$ cat config.mk
export PLATFORM = sky130hd
export DESIGN_NAME = load_store_unit
export DESIGN_NICKNAME = d
export VERILOG_FILES = /design/src/rtl/lsu_pkg.sv /design/src/rtl/lsu_lane_align.sv /design/src/rtl/load_store_unit.sv
export SDC_FILE = /design/constraint.sdc
export NUM_CORES = 1
export LEC_CHECK = 0
export ABC_AREA = 1
export BUFFER_PORTS_ARGS = -buffer_cell sky130_fd_sc_hd__buf_2
export CORE_MARGIN = 2
export CORE_UTILIZATION = 48
export DETAILED_ROUTE_END_ITERATION = 10
export PLACE_DENSITY = 0.88
export SLEW_MARGIN = 20
export SYNTH_ARGS = -nofsm -noshare
export SYNTH_HDL_FRONTEND = slang
export SYNTH_SLANG_ARGS = --single-unit
$ cat constraint.sdc
create_clock -name clk -period 1.75 [get_ports clk]
set_input_delay 0.35 -clock clk [delete_from_list [all_inputs] [get_ports clk]]
set_output_delay 0.35 -clock clk [all_outputs]
set_load 0.02 [all_outputs]
$ cat src/rtl/lsu_pkg.sv
// Shared types and constants for the load/store unit.
// Latency: n/a (declarations only).
// Backpressure: n/a.
package lsu_pkg;

  // Access size encodings carried on req_size.
  localparam logic [1:0] SIZE_B = 2'b00;
  localparam logic [1:0] SIZE_H = 2'b01;
  localparam logic [1:0] SIZE_W = 2'b10;
  localparam logic [1:0] SIZE_X = 2'b11;

  // Byte size of the data space behind the memory's data port.
  localparam int unsigned DEFAULT_MEM_BYTES = 256;

  typedef enum logic [1:0] {
    ST_IDLE   = 2'd0,
    ST_ACCESS = 2'd1,
    ST_WRITE  = 2'd2,
    ST_RESP   = 2'd3
  } lsu_state_t;

  // Request fields captured on the accept edge.
  typedef struct packed {
    logic        we;
    logic [1:0]  size;
    logic        uns;
    logic [31:0] addr;
    logic [31:0] wdata;
  } lsu_req_t;

  // A request faults when it is out of range, misaligned for its size,
  // or uses the reserved size encoding.
  function automatic logic access_fault(input logic [1:0]  size,
                                        input logic [31:0] addr,
                                        input logic [31:0] limit);
    logic f;
    f = (addr >= limit);
    case (size)
      SIZE_B:  f = f;
      SIZE_H:  f = f | addr[0];
      SIZE_W:  f = f | (|addr[1:0]);
      default: f = 1'b1;
    endcase
    return f;
  endfunction

endpackage

$ cat src/rtl/lsu_lane_align.sv
// Byte/half lane extraction with sign/zero extension, and sub-word merge for stores.
// Latency: purely combinational, zero cycles.
// Backpressure: none; outputs follow inputs.
module lsu_lane_align
  import lsu_pkg::*;
(
  input  logic [31:0] word,
  input  logic [31:0] wdata,
  input  logic [1:0]  lane,
  input  logic [1:0]  size,
  input  logic        is_unsigned,
  output logic [31:0] ext_data,
  output logic [31:0] merged
);

  logic [7:0]  byte_sel;
  logic [15:0] half_sel;

  // Pick the addressed byte and halfword out of the little-endian word.
  always_comb begin
    byte_sel = word[7:0];
    case (lane)
      2'd0:    byte_sel = word[7:0];
      2'd1:    byte_sel = word[15:8];
      2'd2:    byte_sel = word[23:16];
      default: byte_sel = word[31:24];
    endcase
    half_sel = lane[1] ? word[31:16] : word[15:0];
  end

  // Widen the selected lane to 32 bits; the top bit replicates only for signed loads.
  always_comb begin
    ext_data = word;
    case (size)
      SIZE_B:  ext_data = {{24{~is_unsigned & byte_sel[7]}}, byte_sel};
      SIZE_H:  ext_data = {{16{~is_unsigned & half_sel[15]}}, half_sel};
      default: ext_data = word;
    endcase
  end

  // Replace only the addressed lane of the current word with right-aligned store data.
  always_comb begin
    merged = word;
    case (size)
      SIZE_B: begin
        case (lane)
          2'd0:    merged[7:0]   = wdata[7:0];
          2'd1:    merged[15:8]  = wdata[7:0];
          2'd2:    merged[23:16] = wdata[7:0];
          default: merged[31:24] = wdata[7:0];
        endcase
      end
      SIZE_H: begin
        if (lane[1]) merged[31:16] = wdata[15:0];
        else         merged[15:0]  = wdata[15:0];
      end
      default: merged = wdata;
    endcase
  end

endmodule

$ cat src/rtl/load_store_unit.sv
// Load/store initiator for the shared word memory, adding byte/half access via read-modify-write.
// Latency: response after 1 cycle (fault), 2 (load, word store) or 3 (byte/half store) from accept.
// Backpressure: one request in flight; req_ready stays low until rsp_valid is taken by rsp_ready.
module load_store_unit
  import lsu_pkg::*;
#(
  parameter int unsigned MEM_BYTES = DEFAULT_MEM_BYTES
) (
  input  logic        clk,
  input  logic        rst_n,
  input  logic        req_valid,
  output logic        req_ready,
  input  logic        req_we,
  input  logic [1:0]  req_size,
  input  logic        req_unsigned,
  input  logic [31:0] req_addr,
  input  logic [31:0] req_wdata,
  output logic        rsp_valid,
  input  logic        rsp_ready,
  output logic [31:0] rsp_rdata,
  output logic        rsp_fault,
  output logic [31:0] mem_rd_addr,
  input  logic [31:0] mem_rd_data,
  output logic        mem_we,
  output logic [31:0] mem_wr_addr,
  output logic [31:0] mem_wr_data
);

  lsu_state_t  state, state_nxt;
  lsu_req_t    req_q;
  logic [31:0] merged_q;
  logic [31:0] ext_data;
  logic [31:0] merge_data;
  logic        accept;
  logic        req_fault;
  logic        sub_store;

  assign accept    = req_valid & req_ready;
  assign req_fault = access_fault(req_size, req_addr, 32'(MEM_BYTES));
  assign sub_store = req_q.we & (req_q.size != SIZE_W);

  // The memory port is word-only, so both addresses drop the lane bits.
  assign mem_rd_addr = {req_q.addr[31:2], 2'b00};
  assign mem_wr_addr = {req_q.addr[31:2], 2'b00};

  lsu_lane_align u_align (
    .word        (mem_rd_data),
    .wdata       (req_q.wdata),
    .lane        (req_q.addr[1:0]),
    .size        (req_q.size),
    .is_unsigned (req_q.uns),
    .ext_data    (ext_data),
    .merged      (merge_data)
  );

  // State register; reset drops to IDLE at once so mem_we falls without a clock edge.
  always_ff @(posedge clk or negedge rst_n) begin
    if (!rst_n) state <= ST_IDLE;
    else        state <= state_nxt;
  end

  // Next state and state-decoded handshake/memory strobes.
  always_comb begin
    state_nxt   = state;
    req_ready   = 1'b0;
    rsp_valid   = 1'b0;
    mem_we      = 1'b0;
    mem_wr_data = '0;
    case (state)
      ST_IDLE: begin
        req_ready = 1'b1;
        if (req_valid) state_nxt = req_fault ? ST_RESP : ST_ACCESS;
      end
      ST_ACCESS: begin
        if (sub_store) begin
          state_nxt = ST_WRITE;
        end else begin
          state_nxt = ST_RESP;
          if (req_q.we) begin
            mem_we      = 1'b1;
            mem_wr_data = req_q.wdata;
          end
        end
      end
      ST_WRITE: begin
        mem_we      = 1'b1;
        mem_wr_data = merged_q;
        state_nxt   = ST_RESP;
      end
      ST_RESP: begin
        rsp_valid = 1'b1;
        if (rsp_ready) state_nxt = ST_IDLE;
      end
      default: state_nxt = ST_IDLE;
    endcase
  end

  // Request capture, load result and merged store word; response fields stay put through RESP.
  always_ff @(posedge clk or negedge rst_n) begin
    if (!rst_n) begin
      req_q     <= '0;
      rsp_rdata <= '0;
      rsp_fault <= 1'b0;
      merged_q  <= '0;
    end else begin
      if (accept) begin
        req_q     <= '{we: req_we, size: req_size, uns: req_unsigned,
                       addr: req_addr, wdata: req_wdata};
        rsp_rdata <= '0;
        rsp_fault <= req_fault;
      end
      if (state == ST_ACCESS) begin
        if (!req_q.we) rsp_rdata <= ext_data;
        else if (sub_store) merged_q <= merge_data;
      end
    end
  end

endmodule
==> out/metrics.csv, run 1 <==
metric,value,unit
cts_buffer_depth,2,
regToRegSetupSlack,-0.36,ns
path_cells,inv_2 > ha_4 > buf_12 > nand4_1 > a21oi_2 > buf_4,
fmax,459,MHz
postSynthCellCount,1090,
gp_congestion,0.986,
fin_ws,-0.427,ns
critPathTopFamily,buffers and inverters,
start_kind,register,
wl_per_cell,19.6,um
cts_made_buffers,17,
globalRoute.totalOverflow,0,
die_w,134,um
core_area,16600,um^2
initial_core_util,49.2,%
rsz0062_at_grt,true,
ios,236,
multi_input_area,3900,um^2
port_buffers,231,
slew_headroom,63.1,%
avgSynthCellArea,7.48,um^2
std_cell_rows,47,
setup_violations,98,
cts_tree,yes,
whs_path_depth,3,
crit_slowest_cell,dfrtp_1,
synthTopCellsByArea,"dfrtp_1 (41%), nand2_1 (15%), buf_4 (6.4%), a21oi_1 (5.0%), o21ai_0 (4.6%)",
drtIter0Drc,958,
cts_root_buffer,clkbuf_16,
synth_edf_count,0,
clkSinkCount,135,
fillers,1364,
detailroute.via_count,8757,
drive_gt1_share,34.9,%
cp-endpoint,mem_wr_data[17],
synth_top_area_share,41.4,%
critPathRequiredTime,1.40,ns
power.density,2130,nW/um^2
grt_first_pass_wirelength,43900,um
synth_area,8150,um^2
cp_num_buf_inv,3,
hp-class,in2reg,
maxSlewViolCount,0,
vdd_drop_max,1020,uV
post-route-util,64.8,%
outcome,finished with violations,
p_leak,0.00542,uW
cp.depth,6,
areaGrowthSynthToFinish,31.8,%
dpl.hpwl,20400,um
yosys-top-cells-count,"nand2_1 (324), dfrtp_1 (135), inv_1 (97)",
drtPass1Iterations,5,
grt_pass1_vias,8150,
worst_clock_skew,0.00793,ns
synth_top_flop_cell,dfrtp_1,
clock_latency,0.42,ns
cp-startpoint,state[1],
track_usage,31.5,%
crit_path_end_kind,primary output,
cts.htree.levels,4,
routed_wirelength,29800,um
antenna_found_initial,0,
arrival,1.83,ns
crit_type,reg2out,
die-height,134,um
yosysSeqAreaShare,41.4,%
slowest_delay,0.40,ns
final_antenna_net_count,0,
grt_start_max_net_pins,59,
critPathMaxFanout,24,
yosys_register_bits,135,
num-nets-final,1401,
r2r_end,state[0],
die_area,18000,um^2
period_needed,2.18,ns
tns,-25.58,ns
violations,negative setup slack,
yosysUniqueCellTypes,39,
max_cap_viol_count,0,
synthDominantAreaCellType,dfrtp_1,
timing.final.crit_share,124,%
vias_per_cell,5.77,
yosysWarnings,0,
final_hold_viol_count,0,
r2r_start,state[0],
fin_total_pwr,22900,uW
tightest_slew,0.554,ns
drc,0,
synthArstFlopShare,100,%
rr_worst_depth,13,
seqCellArea,3380,um^2
clkTransAtPathRegs,0.06,ns
yosysMostFrequentCell,nand2_1,
worst min-delay path by stage:
stage               slack [ns]        start         endpoint
global placement          0.30        rst_n        req_q[13]
detailed placement        0.30        rst_n        req_q[13]
floorplan                 0.05        rst_n  mem_rd_addr[10]
CTS                       0.11  req_addr[6]   mem_rd_addr[6]
global route              0.11  req_addr[6]   mem_rd_addr[6]
finish                    0.12  req_addr[6]   mem_rd_addr[6]
through the flow:
stage	instances	worst slack, ns	cell area (um^2)	hold WS, ns
floorplan	1093	-0.0314	8280	0.0544
global placement	1463	-0.0195	9380	0.304
detailed placement	1463	-0.0723	9380	0.304
CTS	1500	-0.335	10300	0.107
global route	1517	-0.465	10700	0.107
finish	1518	-0.427	10700	0.118
per-layer routing:
layer	share of wire (%)	vias up	wire length (um)	GRT usage, %
met5	0	-	0	0
li1	-	3904	-	-
met4	6.2	0	1860	16.6
met3	11	145	3220	9.15
met1	37	4095	10900	38.7
met2	46	613	13800	50.1
cells in the final DEF, fill, tap and decap left out, types with 3 or more instances in the layout:
cell type and count:
clkinv_2 5, ha_1 3, o211ai_1 20, o221ai_1 4, nand4_1 33, o21ai_0 60
buf_12 13, nand3_2 8, buf_6 23, nand2_2 4, nor2_2 11, o22ai_1 19
o22ai_2 9, nand2_1 322, inv_1 93, a22oi_2 7, nor2_1 47, a21oi_1 33
a31oi_1 8, nor2_4 3, a21oi_4 5, buf_16 5, o21a_1 3, buf_2 199
dfrtp_1 135, a41oi_1 3, inv_2 7, buf_4 66, nand3_1 28, a21oi_2 44
a22oi_1 4, conb_1 4, ha_4 3, o21ai_1 23, clkbuf_16 21
sequential cells by signal, summed over array words and instances (netlist names):
register,cells
req_q,38
merged_q,32
rsp_rdata,32
mem_rd_addr,30
state,2
rsp_fault,1
tightest hold or removal path: stages:
cell,delay (ns)
buf_2,0.07
nand2_1,0.04
nand2_1,0.04
power breakdown:
part / internal (uW) / leakage (uW) / switching, uW
sequential: 4640 / 0.00164 / 1210
combinational: 5260 / 0.00353 / 8690
clock: 1820 / 0.000245 / 1300
total: 11700 / 0.00542 / 11200
cell families (layout without fill, tap and decap cells):
family / Yosys count / in the layout / share of synthesized area [%]
simple gates: 463 / 463 / 24.4
fa+ha+maj: 7 / 7 / 1.07
flops: 135 / 135 / 41.4
other cells: 1 / 5 / 0.0460
compound gates: 244 / 244 / 17.6
buf+inv: 240 / 444 / 15.5
final cells by class:
class                   count  share of cell area, %
flip-flops and latches    135                   31.4
inverters                 107                   4.09
multi-input cells         718                   36.3
diodes                      1                 0.0233
clock buffers              20                   4.25
repair buffers            311                   21.0
clock inverters             6                  0.303
well taps                 220                   2.56
what timing repair did:
action,CTS,global route
resized for setup,68,79
buffers inserted,5,15
hold endpoints to repair,37,0
cloned,5,4
hold buffers,1,0
pin swaps,11,24
endpoints found under the setup margin,68,87
Note: power is estimated with default switching activity, not from simulation.
==> inputs of run 2 (changes only) <==
--- a/config.mk
+++ b/config.mk
@@ -6,11 +6,13 @@
 export NUM_CORES = 1
 export LEC_CHECK = 0
 export ABC_AREA = 1
+export ABC_CLOCK_PERIOD_IN_PS = 1750
 export BUFFER_PORTS_ARGS = -buffer_cell sky130_fd_sc_hd__buf_2
 export CORE_MARGIN = 2
 export CORE_UTILIZATION = 48
 export DETAILED_ROUTE_END_ITERATION = 10
 export PLACE_DENSITY = 0.88
+export REMOVE_ABC_BUFFERS = 1
 export SLEW_MARGIN = 20
 export SYNTH_ARGS = -nofsm -noshare
 export SYNTH_HDL_FRONTEND = slang
==> run 2 against run 1 <==
The flow still finishes with violations (negative setup slack); cell area is essentially flat; utilization hardly changed; sequential cell count stayed put; sequential share of layout area is essentially flat; largest cell class unchanged.
==> out/metrics.csv, run 2 (synthesis results as in run 1) <==
metric,value,unit,change
outcome,finished with violations,,unchanged
violations,negative setup slack,,unchanged
worst_clock_skew,0.00880,ns,was 0.00793 ns
cts.htree.levels,4,,unchanged
core_area,16600,um^2,unchanged
r2r_end,merged_q[22],,was state[0]
fmax,441,MHz,was 459 MHz
tns,-16.06,ns,was -25.58 ns
port_buffers,231,,unchanged
multi_input_area,3810,um^2,was 3900 um^2
antenna_found_initial,1,,was 0
rsz0062_at_grt,true,,unchanged
routed_wirelength,29200,um,was 29800 um
clock_latency,0.44,ns,was 0.42 ns
setup_violations,69,,was 98
final_common_cell,nand2_1,,unchanged
num-nets-final,1399,,was 1401
top_register,req_q,,unchanged
fin_ws,-0.519,ns,was -0.427 ns
cts_root_buffer,clkbuf_16,,unchanged
clkTransAtPathRegs,0.06,ns,about the same
die_area,18000,um^2,unchanged
power.density,2220,nW/um^2,was 2130 nW/um^2
final_cell_mix,"nand2_1 (322), buf_2 (195), dfrtp_1 (134), inv_1 (90), o21ai_0 (73)",,"was nand2_1 (322), buf_2 (199), dfrtp_1 (135), inv_1 (93), buf_4 (66)"
cp-endpoint,mem_wr_data[6],,was mem_wr_data[17]
ios,236,,unchanged
regToRegSetupSlack,-0.18,ns,was -0.36 ns
std_cell_rows,47,,unchanged
cts_tree,yes,,unchanged
top_regs,"req_q (38), merged_q (32), rsp_rdata (32)",,unchanged
largest_reg_flops,38,,unchanged
die_w,134,um,unchanged
final_hold_viol_count,0,,unchanged
arrival,1.92,ns,was 1.83 ns
maxSlewViolCount,0,,unchanged
final_antenna_net_count,0,,unchanged
seqCellArea,3380,um^2,about the same
switching_power,11300,uW,was 11200 uW
critPathMaxFanout,5,,was 24
grt_pass1_vias,8234,,was 8150
drtIter0Drc,1092,,was 958
start_kind,register,,unchanged
wl_per_cell,19.2,um,was 19.6 um
grt_start_max_net_pins,58,,was 59
tightest_slew,0.544,ns,was 0.554 ns
max_cap_viol_count,0,,unchanged
rr_worst_depth,10,,was 13
p_leak,0.00547,uW,was 0.00542 uW
grt_first_pass_wirelength,42400,um,was 43900 um
dpl.hpwl,18700,um,was 20400 um
drc,0,,unchanged
post-route-util,64.7,%,was 64.8%
crit_type,reg2out,,unchanged
vias_per_cell,5.79,,was 5.77
vdd_drop_max,1250,uV,was 1020 uV
crit_path_end_kind,primary output,,unchanged
clock_power_share,16.7,%,was 13.6%
power_frac_comb,58.9,%,was 60.9%
r2r_start,state[0],,unchanged
slew_headroom,63.4,%,was 63.1%
period_needed,2.27,ns,was 2.18 ns
hold_ws,0.108,ns,was 0.118 ns
cts_made_buffers,17,,unchanged
die-height,134,um,unchanged
cp-startpoint,state[0],,was state[1]
seqPwrFrac,24.4,%,was 25.5%
drtPass1Iterations,7,,was 5
swShare,47.6,%,was 48.9%
fillers,1309,,was 1364
drive_gt1_share,32.4,%,was 34.9%
detailroute.via_count,8813,,was 8757
pre_cts_slack,-0.121,ns,was -0.0723 ns
gp_congestion,0.932,,was 0.986
track_usage,30.5,%,was 31.5%
p_int,12500,uW,was 11700 uW
clkSinkCount,135,,unchanged
critPathRequiredTime,1.40,ns,about the same
hp-class,in2reg,,unchanged
timing.final.crit_share,130,%,was 124%
cts_buffer_depth,2,,unchanged
globalRoute.totalOverflow,0,,unchanged
initial_core_util,49.2,%,unchanged
areaGrowthSynthToFinish,31.7,%,was 31.8%
## run 2: cell count changes in the layout (fill, tap and decap cells not counted), sizes merged
cell	previous run	this run
buf	306	304
clkinv	7	4
inv	105	106
clkinvlp	1	0
bufinv	0	5
clkbuf	24	28
## run 2: worst min path at each step
stage / endpoint / slack [ns] / depth (start not counted) / startpoint
6_report: mem_rd_addr[6] / 0.11 / 3 / req_addr[6]
5_1_grt: mem_rd_addr[6] / 0.12 / 3 / req_addr[6]
4_1_cts: mem_rd_addr[2] / 0.10 / 3 / req_addr[2]
3_5_place_dp: req_q[17] / 0.27 / 1 / rst_n
3_3_place_gp: req_q[16] / 0.26 / 1 / rst_n
2_1_floorplan: mem_rd_addr[10] / 0.05 / 0 / rst_n
## run 2: through the flow
| step | cells | cell area, um^2 | total power, uW |
|---|---|---|---|
| after detailed placement | 1470 | 9330 | 17200 |
| after floorplan | 960 | 7310 | 12500 |
| final | 1522 | 10700 | 23800 |
| after global routing | 1521 | 10700 | 25000 |
| after CTS | 1515 | 10400 | 22400 |
| after global placement | 1470 | 9330 | 16900 |
## run 2: power by group through the flow
stage / clock (uW) / sequential [uW] / combinational [uW]
finish: 3980 / 5820 / 14000
global route: 4150 / 5950 / 14900
CTS: 4000 / 5740 / 12700
detailed placement: 0 / 5720 / 11500
global placement: 0 / 5710 / 11200
floorplan: 0 / 6960 / 5560
## run 2: timing repair
| action | in CTS | in global routing |
|---|---|---|
| pin swaps | 2 | 6 |
| cloned | 2 | 4 |
| endpoints found under the setup margin | 85 | 93 |
| buffers inserted | 11 | 3 |
| resized for setup | 104 | 47 |
| hold buffers | 1 | 0 |
| hold endpoints to repair | 30 | 0 |
## run 2: cell type report
cell class / count / area share [%]
Multi-Input combinational cell: 718 / 35.5
Tap cell: 220 / 2.56
Sequential cell: 135 / 31.5
Inverter: 107 / 4.00
Antenna cell: 1 / 0.0233
Clock inverter: 8 / 1.57
Clock buffer: 24 / 4.39
Timing Repair Buffer: 309 / 20.5
## run 2: critical path, cell delays in order (launching register included)
cell and delay (ns):
dfrtp_1 0.40, buf_6 0.14, ha_4 0.20, nand3_4 0.13, buf_6 0.18, o22ai_2 0.13, inv_1 0.07, nor2_1 0.09
buf_4 0.15
## run 2: metal layers
layer  global-route usage (%)  wire length, um  vias up  part of all wire, %
li1                         -                -     3904                    -
met1                     36.0            10100     4054                   35
met2                     52.4            13900      690                   48
met3                     5.93             3300      163                   11
met4                     16.2             1900        2                  6.5
met5                        0               10        -                0.034
==> inputs of run 3 (changes only) <==
--- a/config.mk
+++ b/config.mk
@@ -8,7 +8,6 @@
 export ABC_AREA = 1
 export ABC_CLOCK_PERIOD_IN_PS = 1750
 export BUFFER_PORTS_ARGS = -buffer_cell sky130_fd_sc_hd__buf_2
-export CORE_MARGIN = 2
 export CORE_UTILIZATION = 48
 export DETAILED_ROUTE_END_ITERATION = 10
 export PLACE_DENSITY = 0.88
==> run 3 against run 2 <==
The run still ends with negative setup slack left; critical path depth did not move; largest power group unchanged; sequential cell count unchanged; routed wire length decreased by 1.1%; highest routed layer unchanged.
==> out/metrics.csv, run 3 (synthesis results as in run 1) <==
metric,value,unit,change
cts.htree.levels,4,,unchanged
cts_root_buffer,clkbuf_16,,unchanged
crit_type,reg2out,,unchanged
seqCellArea,3380,um^2,about the same
cts_buffer_depth,2,,unchanged
fin_ws,-0.489,ns,was -0.519 ns
top_register,req_q,,unchanged
initial_core_util,49.2,%,unchanged
die_area,17500,um^2,was 18000 um^2
worst_clock_skew,0.00905,ns,was 0.00880 ns
std_cell_rows,47,,unchanged
max_cap_viol_count,0,,unchanged
final_common_cell,nand2_1,,unchanged
fillers,1288,,was 1309
grt_start_max_net_pins,56,,was 58
violations,negative setup slack,,unchanged
drtPass1Iterations,6,,was 7
cts_made_buffers,17,,unchanged
stdcell_area,10800,um^2,was 10700 um^2
final_cell_mix,"nand2_1 (323), buf_2 (196), dfrtp_1 (135), inv_1 (94), buf_4 (77)",,"was nand2_1 (322), buf_2 (195), dfrtp_1 (134), inv_1 (90), o21ai_0 (73)"
crit_top_cell,buf_6,,unchanged
routed_wirelength,28900,um,was 29200 um
critPathMaxFanout,5,,unchanged
largest_reg_flops,38,,unchanged
timing.final.crit_share,128,%,was 130%
power.density,2170,nW/um^2,was 2220 nW/um^2
slowest_delay,0.41,ns,was 0.40 ns
path_cells,inv_2 > ha_4 > clkinv_4 > buf_6 > o22ai_2 > inv_1 > nor2_2 > buf_6,,was buf_6 > ha_4 > nand3_4 > buf_6 > o22ai_2 > inv_1 > nor2_1 > buf_4
drive_gt1_share,33.4,%,was 32.4%
post_dp_cell_area,9420,um^2,was 9330 um^2
top_regs,"req_q (38), merged_q (32), rsp_rdata (32)",,unchanged
num-nets-final,1413,,was 1399
start_kind,register,,unchanged
vdd_drop_max,909,uV,was 1250 uV
dpl.hpwl,19600,um,was 18700 um
ios,236,,unchanged
grt_first_pass_wirelength,42600,um,was 42400 um
clkTransAtPathRegs,0.06,ns,about the same
globalRoute.totalOverflow,0,,unchanged
p_leak,0.00552,uW,was 0.00547 uW
maxSlewViolCount,0,,unchanged
final_hold_viol_count,0,,unchanged
grt_pass1_vias,8207,,was 8234
outcome,finished with violations,,unchanged
final_antenna_net_count,0,,unchanged
track_usage,31.6,%,was 30.5%
arrival,1.89,ns,was 1.92 ns
drtIter0Drc,1075,,was 1092
die_w,132,um,was 134 um
die-height,132,um,was 134 um
drc,0,,unchanged
core_area,16600,um^2,unchanged
crit_path_end_kind,primary output,,unchanged
fmax,447,MHz,was 441 MHz
setup_violations,62,,was 69
hp-class,in2reg,,unchanged
critPathRequiredTime,1.40,ns,about the same
detailroute.via_count,8878,,was 8813
wl_per_cell,18.8,um,was 19.2 um
clock_latency,0.43,ns,was 0.44 ns
port_buffers,231,,unchanged
cp_num_buf_inv,5,,was 4
cts_tree,yes,,unchanged
gp_congestion,0.963,,was 0.932
antenna_found_initial,2,,was 1
rsz0062_at_grt,true,,unchanged
pre_cts_slack,-0.146,ns,was -0.121 ns
vias_per_cell,5.78,,was 5.79
multi_input_area,3810,um^2,about the same
crit_slowest_cell,dfrtp_1,,unchanged
clkSinkCount,135,,unchanged
period_needed,2.24,ns,was 2.27 ns
areaGrowthSynthToFinish,32.7,%,was 31.7%
critPathTopFamily,buffers and inverters,,unchanged
run 3: changes by cell type in the layout (fill, tap and decap cells not counted), sizes merged:
cell,previous run,this run
clkinv,4,5
buf,304,317
nand3,38,39
bufinv,5,4
clkbuf,28,25
diode,1,2
clkinvlp,0,3
run 3: timing repair:
item                       CTS  global route
gates resized for setup     78            54
hold endpoints to repair    29             0
gates cloned                 1             6
setup endpoints to repair   57            80
pin swaps                   12            19
hold buffers                 1             0
buffers inserted             4            12
run 3: power by group:
group / internal, uW / switching, uW
logic: 5200 / 8500
registers: 4640 / 1210
clock network: 2500 / 1410
run 3: metal layers:
metal | track usage (%) | vias up | share of wire, %
li1 | - | 3929 | -
met1 | 37.6 | 4120 | 35
met2 | 52.8 | 669 | 49
met3 | 7.30 | 156 | 11
met4 | 17.4 | 4 | 5.3
met5 | 0 | - | 0.069
run 3: final timing paths:
check                           slack, ns             end  depth (start not counted)    startpoint
worst max register to register      -0.17     merged_q[9]                         10      state[0]
worst max-delay path                -0.49  mem_wr_data[5]                          8      state[0]
min in group asynchronous            0.38       req_q[18]                          2         rst_n
worst min register to register       0.49    merged_q[11]                          2  merged_q[11]
max in group asynchronous            0.71       req_q[17]                          3         rst_n
worst min-delay path                 0.11  mem_rd_addr[5]                          3   req_addr[5]
run 3: area by class of cell:
class / instances / area share (%)
antenna: 2 / 0.0463
sequential: 135 / 31.2
timing repair buffer: 322 / 21.2
clock inverter: 11 / 1.57
inverter: 107 / 3.87
multi-input combinational: 719 / 35.2
clock buffer: 21 / 4.35
tap: 220 / 2.54
run 3: through the flow:
step | power [uW] | setup TNS, ns | instances | util (%) | hold WS (ns)
floorplan | 12500 | -216.62 | 960 | - | 0.0544
global route | 24700 | -19.38 | 1535 | 65.2 | 0.119
CTS | 22300 | -11.87 | 1517 | 62.8 | 0.103
finish | 23500 | -14.67 | 1537 | 65.2 | 0.109
detailed placement | 17400 | -2.01 | 1479 | 56.8 | 0.265
global placement | 17200 | -0.407 | 1479 | 56.8 | 0.262
run 3: tightest hold or removal path, stage by stage:
cell	delay (ns)
buf_2	0.08
nand2_1	0.04
nand2_1	0.04
